**src/rtl/sa_pkg.sv**
```systemverilog
// ----------------------------------------------------------------------------
// sa_pkg
// Shared definitions for the spatial-array result path: the drain FSM state
// type and the default word/tile sizes used by the sa_cell column.
// ----------------------------------------------------------------------------
package sa_pkg;

   // One result word leaving an sa_cell (FP16).
   localparam int SA_DATA_WIDTH   = 16;

   // Largest result tile a column can stream out in one go.
   localparam int SA_MAX_TILE_LEN = 256;

   // Result drain controller states.
   typedef enum logic [1:0] {
      IDLE    = 2'd0,
      COLLECT = 2'd1,
      DRAIN   = 2'd2
   } drain_state_t;

endpackage

```
**src/rtl/sa_sync_fifo.sv**
```systemverilog
// ----------------------------------------------------------------------------
// sa_sync_fifo
// Single-clock show-ahead FIFO. The head entry is visible on dout whenever the
// FIFO is not empty; a pop advances to the next entry on the following edge.
// A push while full is accepted only when a pop happens in the same cycle.
//
// Ports:
//   clk, rst  clock and asynchronous active-high reset
//   push/din  write request and data (ignored when full without a pop)
//   pop       read request (ignored when empty)
//   dout      head entry, zero while empty
//   full      occupancy equals DEPTH
//   empty     occupancy equals zero
//   count     registered occupancy, 0..DEPTH
// ----------------------------------------------------------------------------
module sa_sync_fifo #(
   parameter  int WIDTH = 17,
   parameter  int DEPTH = 8,
   localparam int PTR_W = $clog2(DEPTH),
   localparam int CNT_W = $clog2(DEPTH + 1)
) (
   input  logic             clk,
   input  logic             rst,
   input  logic             push,
   input  logic [WIDTH-1:0] din,
   input  logic             pop,
   output logic [WIDTH-1:0] dout,
   output logic             full,
   output logic             empty,
   output logic [CNT_W-1:0] count
);

   logic [WIDTH-1:0] mem [DEPTH];
   logic [PTR_W-1:0] wr_ptr;
   logic [PTR_W-1:0] rd_ptr;
   logic [CNT_W-1:0] count_q;
   logic             do_push;
   logic             do_pop;

   assign empty   = (count_q == '0);
   assign full    = (count_q == CNT_W'(DEPTH));
   assign do_pop  = pop && !empty;
   // A pop in the same cycle frees the slot the push needs.
   assign do_push = push && (!full || do_pop);
   assign count   = count_q;
   // Gate the head so stale storage never shows up while empty.
   assign dout    = empty ? '0 : mem[rd_ptr];

   // Storage array carries no reset; only valid entries are ever visible.
   always_ff @(posedge clk) begin
      if (do_push) begin
         mem[wr_ptr] <= din;
      end
   end

   // Pointers wrap naturally since DEPTH is a power of two.
   always_ff @(posedge clk or posedge rst) begin
      if (rst) begin
         wr_ptr  <= '0;
         rd_ptr  <= '0;
         count_q <= '0;
      end else begin
         if (do_push) begin
            wr_ptr <= wr_ptr + PTR_W'(1);
         end
         if (do_pop) begin
            rd_ptr <= rd_ptr + PTR_W'(1);
         end
         case ({do_push, do_pop})
            2'b10:   count_q <= count_q + CNT_W'(1);
            2'b01:   count_q <= count_q - CNT_W'(1);
            default: count_q <= count_q;
         endcase
      end
   end

endmodule

```
**src/rtl/sa_result_drain.sv**
```systemverilog
// ----------------------------------------------------------------------------
// sa_result_drain
// Captures the data_out stream leaving the last sa_cell of a column, counts
// beats into a tile of programmable length, buffers them and presents them
// to the host on a valid/ready stream with a last marker. The cell cannot be
// stalled, so a beat arriving to a full FIFO is dropped and flagged.
//
// Ports:
//   clk, rst       clock and asynchronous active-high reset
//   start          one-cycle pulse starting a tile (ignored while busy)
//   tile_len       words in the tile, sampled on an accepted start
//   data_in        result word from the cell
//   data_in_valid  qualifies data_in
//   m_data/m_last  FIFO head word and its end-of-tile marker
//   m_valid        FIFO not empty
//   m_ready        host accepts the head word
//   busy           a tile is being collected or drained
//   done           one-cycle pulse once the tile has fully left the block
//   overflow       sticky: a word of the current tile was dropped
//   fifo_count     current FIFO occupancy
// ----------------------------------------------------------------------------
module sa_result_drain
   import sa_pkg::*;
#(
   parameter  int DATA_WIDTH   = SA_DATA_WIDTH,
   parameter  int FIFO_DEPTH   = 8,
   parameter  int MAX_TILE_LEN = SA_MAX_TILE_LEN,
   localparam int LEN_W        = $clog2(MAX_TILE_LEN + 1),
   localparam int CNT_W        = $clog2(FIFO_DEPTH + 1)
) (
   input  logic                  clk,
   input  logic                  rst,
   input  logic                  start,
   input  logic [LEN_W-1:0]      tile_len,
   input  logic [DATA_WIDTH-1:0] data_in,
   input  logic                  data_in_valid,
   output logic [DATA_WIDTH-1:0] m_data,
   output logic                  m_last,
   output logic                  m_valid,
   input  logic                  m_ready,
   output logic                  busy,
   output logic                  done,
   output logic                  overflow,
   output logic [CNT_W-1:0]      fifo_count
);

   drain_state_t          state;
   logic [LEN_W-1:0]      len_q;
   logic [LEN_W-1:0]      word_cnt;
   logic [LEN_W-1:0]      clamped_len;
   logic                  overflow_q;
   logic                  beat;
   logic                  is_last;
   logic                  pop;
   logic                  dropped;
   logic                  fifo_full;
   logic                  fifo_empty;
   logic [DATA_WIDTH:0]   fifo_dout;

   assign clamped_len = (tile_len > LEN_W'(MAX_TILE_LEN)) ? LEN_W'(MAX_TILE_LEN)
                                                          : tile_len;

   // Only beats seen while collecting belong to the tile.
   assign beat    = (state == COLLECT) && data_in_valid;
   assign is_last = (word_cnt == len_q - LEN_W'(1));
   assign pop     = m_valid && m_ready;
   assign dropped = beat && fifo_full && !pop;

   // The stored word carries its end-of-tile marker in the top bit.
   sa_sync_fifo #(
      .WIDTH (DATA_WIDTH + 1),
      .DEPTH (FIFO_DEPTH)
   ) u_fifo (
      .clk   (clk),
      .rst   (rst),
      .push  (beat),
      .din   ({is_last, data_in}),
      .pop   (pop),
      .dout  (fifo_dout),
      .full  (fifo_full),
      .empty (fifo_empty),
      .count (fifo_count)
   );

   assign m_data   = fifo_dout[DATA_WIDTH-1:0];
   assign m_last   = fifo_dout[DATA_WIDTH];
   assign m_valid  = !fifo_empty;
   assign overflow = overflow_q;
   assign busy     = (state != IDLE);
   // Decoded from registers only: high for the single DRAIN cycle in which
   // the FIFO is empty, which is also the cycle the FSM leaves DRAIN.
   assign done     = (state == DRAIN) && fifo_empty;

   // Tile controller: latches the length, counts every beat (dropped or not)
   // so the tile always terminates, and waits for the FIFO to empty.
   always_ff @(posedge clk or posedge rst) begin
      if (rst) begin
         state      <= IDLE;
         len_q      <= '0;
         word_cnt   <= '0;
         overflow_q <= 1'b0;
      end else begin
         if (dropped) begin
            overflow_q <= 1'b1;
         end
         case (state)
            IDLE: begin
               if (start) begin
                  overflow_q <= 1'b0;
                  word_cnt   <= '0;
                  if (tile_len == '0) begin
                     state <= DRAIN;
                  end else begin
                     len_q <= clamped_len;
                     state <= COLLECT;
                  end
               end
            end
            COLLECT: begin
               if (data_in_valid) begin
                  word_cnt <= word_cnt + LEN_W'(1);
                  if (is_last) begin
                     state <= DRAIN;
                  end
               end
            end
            DRAIN: begin
               if (fifo_empty) begin
                  state <= IDLE;
               end
            end
            default: state <= IDLE;
         endcase
      end
   end

endmodule

```
**config.mk**
```make
export PLATFORM = sky130hd
export DESIGN_NAME = sa_result_drain
export DESIGN_NICKNAME = d
export VERILOG_FILES = /design/src/rtl/sa_pkg.sv /design/src/rtl/sa_sync_fifo.sv /design/src/rtl/sa_result_drain.sv
export SDC_FILE = /design/constraint.sdc
export NUM_CORES = 1
export LEC_CHECK = 0
export ABC_AREA = 1
export BUFFER_PORTS_ARGS = -buffer_cell sky130_fd_sc_hd__buf_2
export CELL_PAD_IN_SITES_DETAIL_PLACEMENT = 1
export CELL_PAD_IN_SITES_GLOBAL_PLACEMENT = 2
export CORE_MARGIN = 4
export CORE_UTILIZATION = 40
export DETAILED_ROUTE_END_ITERATION = 16
export GPL_TIMING_DRIVEN = 1
export PLACE_DENSITY = 0.81
export SETUP_SLACK_MARGIN = 0.15
export SLEW_MARGIN = 30
export SYNTH_ARGS = -nofsm -noshare
export SYNTH_HDL_FRONTEND = slang
export SYNTH_SLANG_ARGS = --single-unit
```
**constraint.sdc**
```tcl
create_clock -name clk -period 2.9 [get_ports clk]
set_input_delay 0.58 -clock clk [delete_from_list [all_inputs] [get_ports clk]]
set_output_delay 0.58 -clock clk [all_outputs]
set_load 0.02 [all_outputs]
```
==> results.tsv, run 1 <==
stage	metric	value	unit
run_status	status	completed	
floorplan	rows	48	
logic_synthesis	synth_area	7193	um^2
sta	setup_tns	0	ps
sta	worst_slew_pin_slew	766.6	ps
setup_path	cp_cell_sequence	buf_4 > o21ai_0 > o22ai_1 > o21ai_0 > a31oi_1 > buf_2	
floorplan	core_region_area	17480	um^2
grt	grt_pass1_wl	28880	um
setup_path	critPathMaxFanout	15	
placement	pre_cts_slack	285.3	ps
min_path	hold_class	in -> async	
power_and_ir_drop	power	8898	uW
grt	grt_most_used_layer	met2	
grt	grt_pass1_vias	5574	
layout	final_cells	968	
detailed_routing	dr.first_iter.drc_count	266	
power_and_ir_drop	ir_worst_vdd	0.4142	mV
floorplan	dieArea	20190	um^2
power_and_ir_drop	p_leak	0.003244	uW
sta	rsz0062_at_grt	no	
clocking	cts_buffer_depth	2	
placement	place_inst	933	
layout	drive_gt1_share	16.82	%
sta	layout_setup_ws	327.9	ps
flow_run	drv_cap	0	
grt	grt_use_total	18.47	%
logic_synthesis	yosysUniqueCellTypes	34	
floorplan	die_height	142.1	um
logic_synthesis	syn_area_per_cell	10.88	um^2
clocking	ctsHtreeMaxLevel	4	
setup_path	critPathSlowestCell	dfrtp_1	
detailed_routing	drc_errors	0	
grt	overflow	0	
grt	grt.met2_usage	32.65	%
layout	multi_input_area	2039	um^2
placement	dp_hpwl	11360	um
detailed_routing	drt_first_pass_iters	5	
detailed_routing	drt-total-wl	18070	um
setup_path	crit_top_cell	o21ai_0	
clocking	cts_tree	built	
detailed_routing	vias	5149	
grt	met1_usage	22.98	%
grt	antenna_found_initial	1	
setup_path	crit_required	2320	ps
logic_synthesis	ys_ff_latch	167	
sta	final-hold-violation-count	0	
sta	fin_skew	8.958	ps
sta	fin_crit	2572	ps
setup_path	critPathBufInv	2	
layout	fillers	1908	
floorplan	io_pins	55	
grt	grt_max_degree	43	
detailed_routing	ant_nets	0	
detailed_routing	wl_per_cell	18.67	um
clocking	path_clk_slew	70	ps
setup_path	crit_arrival	1990	ps
sta	period_share	88.69	%
power_and_ir_drop	pwr_density_cell	1049	nW/um^2
layout	area_delta_synth_final	17.93	%
logic_synthesis	synthCells	661	
logic_synthesis	yosysWarnings	0	
clocking	hold_buffers	0	
sta	max_freq	0.3888	GHz
floorplan	die_x	142.1	um
setup_path	crit_family	compound AO/OA/AOI/OAI gates	
placement	place.gp.congestion	0.8206	
detailed_routing	vias_per_cell	5.319	
layout	regArea	4861	um^2
setup_path	max_stage_delay	430	ps
setup_path	setup.worst_path.end_class	output port	
clocking	cts-buffers-inserted	17	
layout	final_util	48.54	%
sta	setup_violations	0	
logic_synthesis	postSynthNetCount	699	
setup_path	criticalPathCategory	reg -> out	
layout	fin_nets	768	
clocking	cts_root_buf	clkbuf_16	
placement	portBuffers	54	
clocking	clock_latency	420	ps
clocking	clkSinkCount	167	
sta	relSlewSlack	48.58	%
logic_synthesis	ys_seq_area_share	67.56	%
floorplan	initial_core_util	41.16	%
layout	diodes	0	
sta	slew_violations	0	
grt	met3_usage	3.797	%
setup_path	critPathLaunchType	flip-flop	
cells in the final DEF (no fill, tap or decap), types with 4 or more instances in the layout:
| cell type | Yosys | layout |
|---|---|---|
| clkbuf_16 | 0 | 18 |
| ha_1 | 7 | 7 |
| o22ai_1 | 17 | 17 |
| a31oi_1 | 18 | 18 |
| buf_12 | 0 | 4 |
| nand2_2 | 4 | 4 |
| o21ai_0 | 104 | 103 |
| clkinvlp_4 | 0 | 4 |
| nand3_1 | 22 | 22 |
| inv_1 | 47 | 44 |
| buf_4 | 2 | 17 |
| a21oi_1 | 7 | 7 |
| inv_6 | 0 | 7 |
| buf_2 | 7 | 53 |
| nand2_1 | 70 | 70 |
| xor2_1 | 6 | 6 |
| edfxtp_1 | 136 | 136 |
| nor3_1 | 5 | 4 |
| nor2_1 | 140 | 140 |
| dfrtp_1 | 31 | 30 |
layer usage:
layer | wire length, um | vias to the layer above
met2 | 9456 | 90
met3 | 670 | 20
li1 | - | 2444
met1 | 7737 | 2593
met4 | 191 | 2
met5 | 13 | -
cells by family (layout without fill, tap and decap cells):
group                    after synthesis  in the layout  share of synthesized area [%]
adder cells (fa/ha/maj)                8              8                          1.496
AND/OR/NAND/NOR                      252            252                          14.61
XOR/XNOR                               7              7                         0.8523
AO/OA/AOI/OAI                        151            151                          11.25
buffers and inverters                 76            158                          4.227
flip-flops                           167            167                          67.56
sequential cells by signal (all words and copies together), names as in the netlist:
name and count:
word_cnt 9, u_fifo.mem 136, u_fifo.count 4, u_fifo.wr_ptr 3
u_fifo.rd_ptr 3, state 2, overflow 1, len_q 9
timing repair:
item                       CTS  global route
gates cloned                 0             1
pin swaps                    0             0
setup endpoints to repair   18            19
resized for setup            3            15
setup buffers                0             2
Yosys cell counts:
master | instances | area share [%]
nor4_1 | 1 | 0.087
nor3_1 | 5 | 0.35
a211oi_1 | 1 | 0.10
nor2_8 | 1 | 0.28
inv_2 | 1 | 0.052
nand4_1 | 3 | 0.26
xnor2_1 | 1 | 0.12
buf_2 | 7 | 0.49
nand3_1 | 22 | 1.5
nand2_1 | 70 | 3.7
a311oi_1 | 1 | 0.12
inv_4 | 1 | 0.087
buf_4 | 2 | 0.21
a31oi_1 | 18 | 1.6
a21oi_1 | 7 | 0.49
ha_1 | 7 | 1.2
o21ai_0 | 104 | 7.2
fa_1 | 1 | 0.28
buf_1 | 2 | 0.10
o221ai_1 | 1 | 0.12
o22ai_1 | 17 | 1.5
clkbuf_1 | 16 | 0.83
nand2_2 | 4 | 0.35
nor2_1 | 140 | 7.3
nor2_2 | 2 | 0.17
nand2_4 | 1 | 0.16
nor2_4 | 1 | 0.16
nor3_4 | 1 | 0.23
edfxtp_1 | 136 | 57
dfrtp_1 | 31 | 11
o21ai_1 | 2 | 0.14
or2_1 | 1 | 0.087
xor2_1 | 6 | 0.73
inv_1 | 47 | 2.5
worst paths after layout:
kind	from	end	slack [ps]	cells after the start
setup / recovery	u_fifo.rd_ptr[1]	m_data[4]	330	6
hold / removal	rst	word_cnt[0]	190	2
setup reg to reg	state[0]	u_fifo.count[3]	420	14
hold reg to reg	overflow	overflow	500	2
max in group asynchronous	rst	word_cnt[8]	2120	3
min in group clk	tile_len[4]	len_q[4]	410	3
final cells by class:
| class | instances | share of cell area, % |
|---|---|---|
| clock buffer | 17 | 5.015 |
| clock inverter | 15 | 1.947 |
| inverter | 49 | 2.242 |
| multi-input combinational | 418 | 24.04 |
| sequential | 167 | 57.30 |
| tap | 225 | 3.319 |
| timing repair buffer | 77 | 6.136 |
power by group:
group	total, uW	internal, uW	switching, uW
Sequential	3090	2900	197
Combinational	3550	1200	2350
Clock	2250	1290	966
Total	8900	5390	3510
per-stage QoR:
step	area [um^2]	hold WS, ps
floorplan	7193	467.9
global placement	7779	488.8
detailed placement	7779	500.3
CTS	8377	345.3
global route	8483	246.2
finish	8483	190.5
worst reg2reg max path, stage by stage (launching register included):
cell and delay (ps):
dfrtp_1 430, inv_1 100, nor2_2 150, nand2_2 110, inv_1 190, nand2_2 110, ha_1 230, ha_1 340
nand2_1 90, nor2_1 50, a211oi_2 190, nor2_1 70, nor2_1 100, nand2_1 70, xor2_1 140
(Power assumes the default switching activity.)
==> run 2, diff against run 1 <==
- ABC_AREA: 1 -> 0
- CORE_UTILIZATION: 40 -> 44
- PLACE_DENSITY: 0.81 -> 0.79
==> run 2 against run 1 <==
Via count decreased by 24%. Utilization grew 5.3 points. First-iteration DRC count is 9.0% lower. Routed wire length fell by 15%. Sequential power up 12%. Fmax is 4.1% lower. Die area is 11% lower. Cell count decreased by 25%. Critical path depth is 1 lower. Clock-buffer cell count increased by 1. Largest cell class unchanged. Largest power group is now registers.
==> results.tsv, run 2 <==
stage	metric	value	unit
layout	fillers	1463	
logic_synthesis	ys_seq_area_share	69.57	%
clocking	cts-buffers-inserted	17	
floorplan	initial_core_util	45.45	%
layout	largest_reg_flops	136	
clocking	clkSinkCount	167	
layout	multi_input_area	2042	um^2
sta	period_share	92.44	%
logic_synthesis	synth_top_flop_cell	edfxtp_1	
detailed_routing	drt-total-wl	15420	um
logic_synthesis	synthTopCellsByCount	edfxtp_1, nor2_1, mux4_2	
layout	drive_gt1_share	30.66	%
sta	max_freq	0.3730	GHz
grt	grt_pass1_wl	24360	um
detailed_routing	drt_first_pass_iters	4	
sta	final-hold-violation-count	0	
layout	final_util	53.87	%
floorplan	core_region_area	15370	um^2
grt	grt_pass1_vias	4298	
floorplan	dieArea	17960	um^2
layout	area_delta_synth_final	18.54	%
clocking	path_clk_slew	60	ps
power_and_ir_drop	p_leak	0.003033	uW
grt	antenna_found_initial	1	
layout	diodes	0	
layout	layout_common_cells	edfxtp_1, buf_2, nor2_1, mux4_2, dfrtp_1	
sta	fin_skew	7.514	ps
power_and_ir_drop	pwr_density_cell	1055	nW/um^2
clocking	hold_buffers	0	
floorplan	die_height	134	um
floorplan	die_x	134	um
flow_run	drv_cap	0	
floorplan	io_pins	55	
clocking	ctsHtreeMaxLevel	4	
placement	dp_hpwl	9915	um
sta	rsz0062_at_grt	yes	
sta	setup_tns	0	ps
logic_synthesis	synth_area	6985	um^2
clocking	cts_buffer_depth	2	
logic_synthesis	syn_area_per_cell	16.79	um^2
sta	worst_slew_pin_slew	745.7	ps
logic_synthesis	synth.most_common_cell	edfxtp_1	
layout	fin_nets	537	
floorplan	rows	45	
sta	slew_violations	0	
placement	portBuffers	54	
logic_synthesis	synth.top_cell.area_share	58.46	%
detailed_routing	vias_per_cell	5.385	
sta	fin_crit	2681	ps
grt	grt_use_total	18.04	%
layout	layout_commonest_cell	edfxtp_1	
grt	overflow	0	
power_and_ir_drop	ir_worst_vdd	0.4487	mV
logic_synthesis	postSynthNetCount	454	
min_path	hold_class	in -> async	
setup_path	critPathMaxFanout	9	
logic_synthesis	synthCells	416	
clocking	cts_tree	built	
setup_path	criticalPathCategory	reg -> out	
logic_synthesis	synth-edff-count	136	
logic_synthesis	yosysUniqueCellTypes	41	
detailed_routing	ant_nets	0	
detailed_routing	wl_per_cell	21.33	um
grt	grt_max_degree	37	
layout	top_register	u_fifo.mem	
setup_path	crit_arrival	2100	ps
clocking	cts_root_buf	clkbuf_16	
layout	reg.largest.list	u_fifo.mem (136), len_q (9), word_cnt (9)	
logic_synthesis	netlist_top_cells_area	edfxtp_1, dfrtp_1, mux4_2, mux2i_1, nor2_1	
placement	place.gp.congestion	0.7463	
clocking	clock_latency	420	ps
logic_synthesis	netlist.top_cell.by_area	edfxtp_1	
sta	setup_violations	0	
detailed_routing	vias	3893	
setup_path	crit_required	2320	ps
setup_path	setup.worst_path.end_class	output port	
setup_path	critPathLaunchType	flip-flop	
clocking	post_cts_buffers	0	
logic_synthesis	ys_ff_latch	167	
run_status	status	completed	
detailed_routing	drc_errors	0	
logic_synthesis	yosysWarnings	0	
detailed_routing	dr.first_iter.drc_count	242	
layout	regArea	4861	um^2
clocking	post_cts_resized	0	
logic_synthesis	ys_async_sr_fraction	18.56	%
sta	relSlewSlack	49.98	%
run 2: changes by cell type in the layout (fill, tap and decap cells not counted), sizes merged, moves of 7 or more:
cell / delta
a31oi: -18
inv: -36
mux2i: +20
mux4: +34
nand2: -50
nand2b: +7
nand3: -15
nand3b: +7
nor2: -104
o21ai: -97
o22ai: -17
xnor2: +14
run 2: where the power goes:
group	switching (uW)	internal (uW)	leakage, uW
Sequential	355	3090	0.00162
Clock	961	1110	0.000247
Combinational	1770	1440	0.00116
run 2: cell families (layout without fill, tap and decap cells):
family                   Yosys count  count (layout)  synth area share, %
flip-flops                       167             167                69.57
AND/OR/NAND/NOR                  110             110                8.042
multiplexers                      56              56                14.15
buffers and inverters             28             124                1.558
XOR/XNOR                          26              26                3.260
AO/OA/AOI/OAI                     21              21                1.881
adder cells (fa/ha/maj)            8               8                1.540
run 2: routing by layer:
| layer | global-route usage (%) | wire (um) | share of wire (%) |
|---|---|---|---|
| met1 | 22.21 | 6419 | 42 |
| met2 | 31.78 | 8199 | 53 |
| met3 | 4.089 | 647 | 4.2 |
| met4 | 5.657 | 138 | 0.89 |
| met5 | 0 | 20 | 0.13 |
run 2: worst paths after layout:
kind,from,endpoint,slack [ps],depth (start not counted)
worst min-delay path,rst,word_cnt[8],230,3
worst max register to register,len_q[0],u_fifo.mem[2][16],410,7
worst max-delay path,u_fifo.rd_ptr[0],m_data[3],220,5
max in group asynchronous,rst,u_fifo.rd_ptr[0],2340,3
worst min register to register,len_q[8],len_q[8],520,1
min in group clk,tile_len[1],len_q[1],400,3
run 2: critical path: stages (launching register included):
cell and delay, ps:
dfrtp_2 500, clkbuf_16 230, mux4_2 500, mux2i_1 220
nor2_1 60, buf_2 160
run 2: cell type report:
type / instances / share of cell area (%)
Clock buffer: 18 / 5.183
Clock inverter: 14 / 1.390
Inverter: 12 / 0.5440
Multi-Input combinational cell: 221 / 24.66
Sequential cell: 167 / 58.70
Tap cell: 211 / 3.188
Timing Repair Buffer: 80 / 6.331
run 2: metrics by stage:
| stage | power [uW] | cell area, um^2 | setup WS (ps) | hold WS, ps | cells |
|---|---|---|---|---|---|
| after floorplan | 5590 | 7004 | 205.4 | 482.3 | 416 |
| final | 8734 | 8280 | 219.2 | 231.8 | 723 |
| after detailed placement | 6642 | 7669 | 231.2 | 502.4 | 689 |
| after global placement | 6497 | 7669 | 318.6 | 507.1 | 689 |
| after global routing | 9255 | 8280 | 132.3 | 271.6 | 723 |
| after CTS | 8741 | 8213 | 158.9 | 232.7 | 721 |
==> run 3, diff against run 2 <==
- CORE_MARGIN: 4 -> default
- PLACE_DENSITY: 0.79 -> 0.84
==> run 3 against run 2 <==
Clock-buffer cell count grew 1. Via count shrank 2.9%. Critical path depth is the same. Power grew 0.81%. Routed wire length shrank 9.3%. Cell count shrank 1.1%. Non-clock buffer count shrank 8. Sequential share of layout area grew 0.27 points. Global-route usage grew 0.74 points. Utilization shrank 0.24 points. Critical path type unchanged. Critical endpoint is now m_data[11].
==> results.tsv, run 3 (synthesized netlist as in run 2, its figures left out) <==
stage	metric	value	unit
clocking	path_clk_slew	60	ps
detailed_routing	drc_errors	0	
setup_path	critPathMaxFanout	14	
detailed_routing	ant_nets	0	
flow_run	drv_cap	0	
clocking	post_cts_resized	0	
sta	slew_violations	0	
detailed_routing	drt_first_pass_iters	4	
layout	largest_reg_flops	136	
sta	fin_skew	7.382	ps
power_and_ir_drop	p_leak	0.003013	uW
setup_path	reg2reg_depth	11	
setup_path	max_stage_delay	520	ps
grt	antenna_found_initial	2	
grt	grt_pass1_vias	4063	
setup_path	critPathLaunchType	flip-flop	
floorplan	initial_core_util	45.45	%
floorplan	core_region_area	15370	um^2
grt	grt_use_total	18.78	%
floorplan	rows	45	
sta	setup_violations	0	
clocking	hold_buffers	0	
setup_path	cp_cell_sequence	buf_6 > mux4_2 > mux2i_1 > nor2_1 > buf_2	
clocking	ctsHtreeMaxLevel	4	
power_and_ir_drop	power.internal	5880	uW
clocking	post_cts_buffers	0	
layout	area_delta_synth_final	18.00	%
layout	layout_common_cells	edfxtp_1, buf_2, nor2_1, mux4_2, dfrtp_1	
power_and_ir_drop	power_frac_comb	34.8	%
run_status	status	completed	
power_and_ir_drop	ir_worst_vdd	0.4804	mV
layout	drive_gt1_share	29.03	%
setup_path	critPathSlowestCell	mux4_2	
sta	fin_crit	2592	ps
detailed_routing	vias_per_cell	5.288	
floorplan	die_height	128	um
layout	finalInstanceArea	8243	um^2
sta	setup_tns	0	ps
grt	grt_max_degree	32	
power_and_ir_drop	switchingPower	2925	uW
sta	period_share	89.38	%
clocking	cts_tree	built	
power_and_ir_drop	pwr_density_cell	1068	nW/um^2
detailed_routing	drt-total-wl	13990	um
sta	relSlewSlack	56.88	%
placement	dp_hpwl	8772	um
setup_path	setup.worst_path.end_class	output port	
sta	final-hold-violation-count	0	
layout	fin_nets	529	
floorplan	io_pins	55	
floorplan	die_x	128	um
grt	overflow	0	
setup_path	r2r_start	u_fifo.count[0]	
placement	portBuffers	54	
clocking	cts_root_buf	clkbuf_16	
setup_path	criticalPathCategory	reg -> out	
power_and_ir_drop	clkPwrFrac	26.3	%
layout	layout_commonest_cell	edfxtp_1	
detailed_routing	wl_per_cell	19.57	um
layout	top_register	u_fifo.mem	
setup_path	crit_arrival	2010	ps
detailed_routing	vias	3781	
clocking	cts-buffers-inserted	17	
placement	place.gp.congestion	0.8200	
grt	grt_pass1_wl	22220	um
setup_path	crit_required	2320	ps
layout	reg.largest.list	u_fifo.mem (136), len_q (9), word_cnt (9)	
sta	max_freq	0.3858	GHz
sta	worst_slew_pin_slew	642.9	ps
power_and_ir_drop	switching_share	33.22	%
min_path	hold_class	in -> async	
clocking	cts_buffer_depth	2	
setup_path	worstReg2RegEnd	u_fifo.count[3]	
detailed_routing	dr.first_iter.drc_count	189	
placement	dpl_cell_area	7624	um^2
setup_path	r2r_slack	420	ps
clocking	clock_latency	420	ps
sta	rsz0062_at_grt	no	
power_and_ir_drop	power_frac_seq	38.9	%
floorplan	dieArea	16380	um^2
clocking	clkSinkCount	167	
[run 3: cell types whose count changed in the layout (fill, tap and decap cells not counted), moves of 2 or more]
cell	change
buf_4	-6
bufinv_16	+4
clkbuf_16	-2
clkinvlp_4	-3
inv_6	-3
inv_8	-2
[run 3: cell type report]
cell class,instances,area [um^2]
sequential,167,4861
clock buffer,19,432.9
clock inverter,12,177.7
tap,211,264.0
antenna,1,2.502
timing repair buffer,72,421.7
multi-input combinational,221,2038
fill,1466,7128
inverter,12,45.04
[run 3: power by group through the flow]
| stage | logic, uW | clock network, uW | registers, uW |
|---|---|---|---|
| floorplan | 2190 | 0 | 3400 |
| global placement | 3030 | 0 | 3430 |
| detailed placement | 3110 | 0 | 3470 |
| CTS | 3130 | 2380 | 3430 |
| global route | 3360 | 2460 | 3480 |
| finish | 3060 | 2320 | 3420 |
[run 3: worst max-delay path by stage]
stage	slack (ps)	cells after the start	end	from
global placement	350	12	u_fifo.count[3]	m_ready
floorplan	210	11	u_fifo.count[3]	u_fifo.count[0]
detailed placement	290	7	u_fifo.mem[2][16]	len_q[0]
finish	310	5	m_data[11]	u_fifo.rd_ptr[0]
CTS	190	5	m_data[11]	u_fifo.rd_ptr[0]
global route	180	5	m_data[14]	u_fifo.rd_ptr[0]
[run 3: layer usage]
layer | global-route usage [%] | vias up | share of wire [%]
met2 | 32.10 | 90 | 51
met5 | 0 | - | 0.093
met3 | 3.798 | 20 | 3.5
met1 | 23.16 | 1930 | 44
met4 | 8.374 | 2 | 1.7
li1 | - | 1739 | -
[run 3: worst max-delay path, delay by kind of cell (launching register included)]
family                 cells  cell delay (ps)
and+or+nand+nor            1               80
muxes                      2              680
DFF                        1              410
buffers and inverters      2              410
[run 3: through the flow]
step           utilization (%)  setup slack (ps)  cells  hold slack, ps  total power, uW
6_report                 53.63             308.0    715           242.9             8805
5_1_grt                  53.61             184.8    714           258.7             9295
4_1_cts                  53.57             188.9    714           241.6             8930
3_5_place_dp             49.60             289.7    683           486.2             6578
3_3_place_gp             49.60             352.7    683           467.4             6460
2_1_floorplan                -             205.4    416           482.3             5590
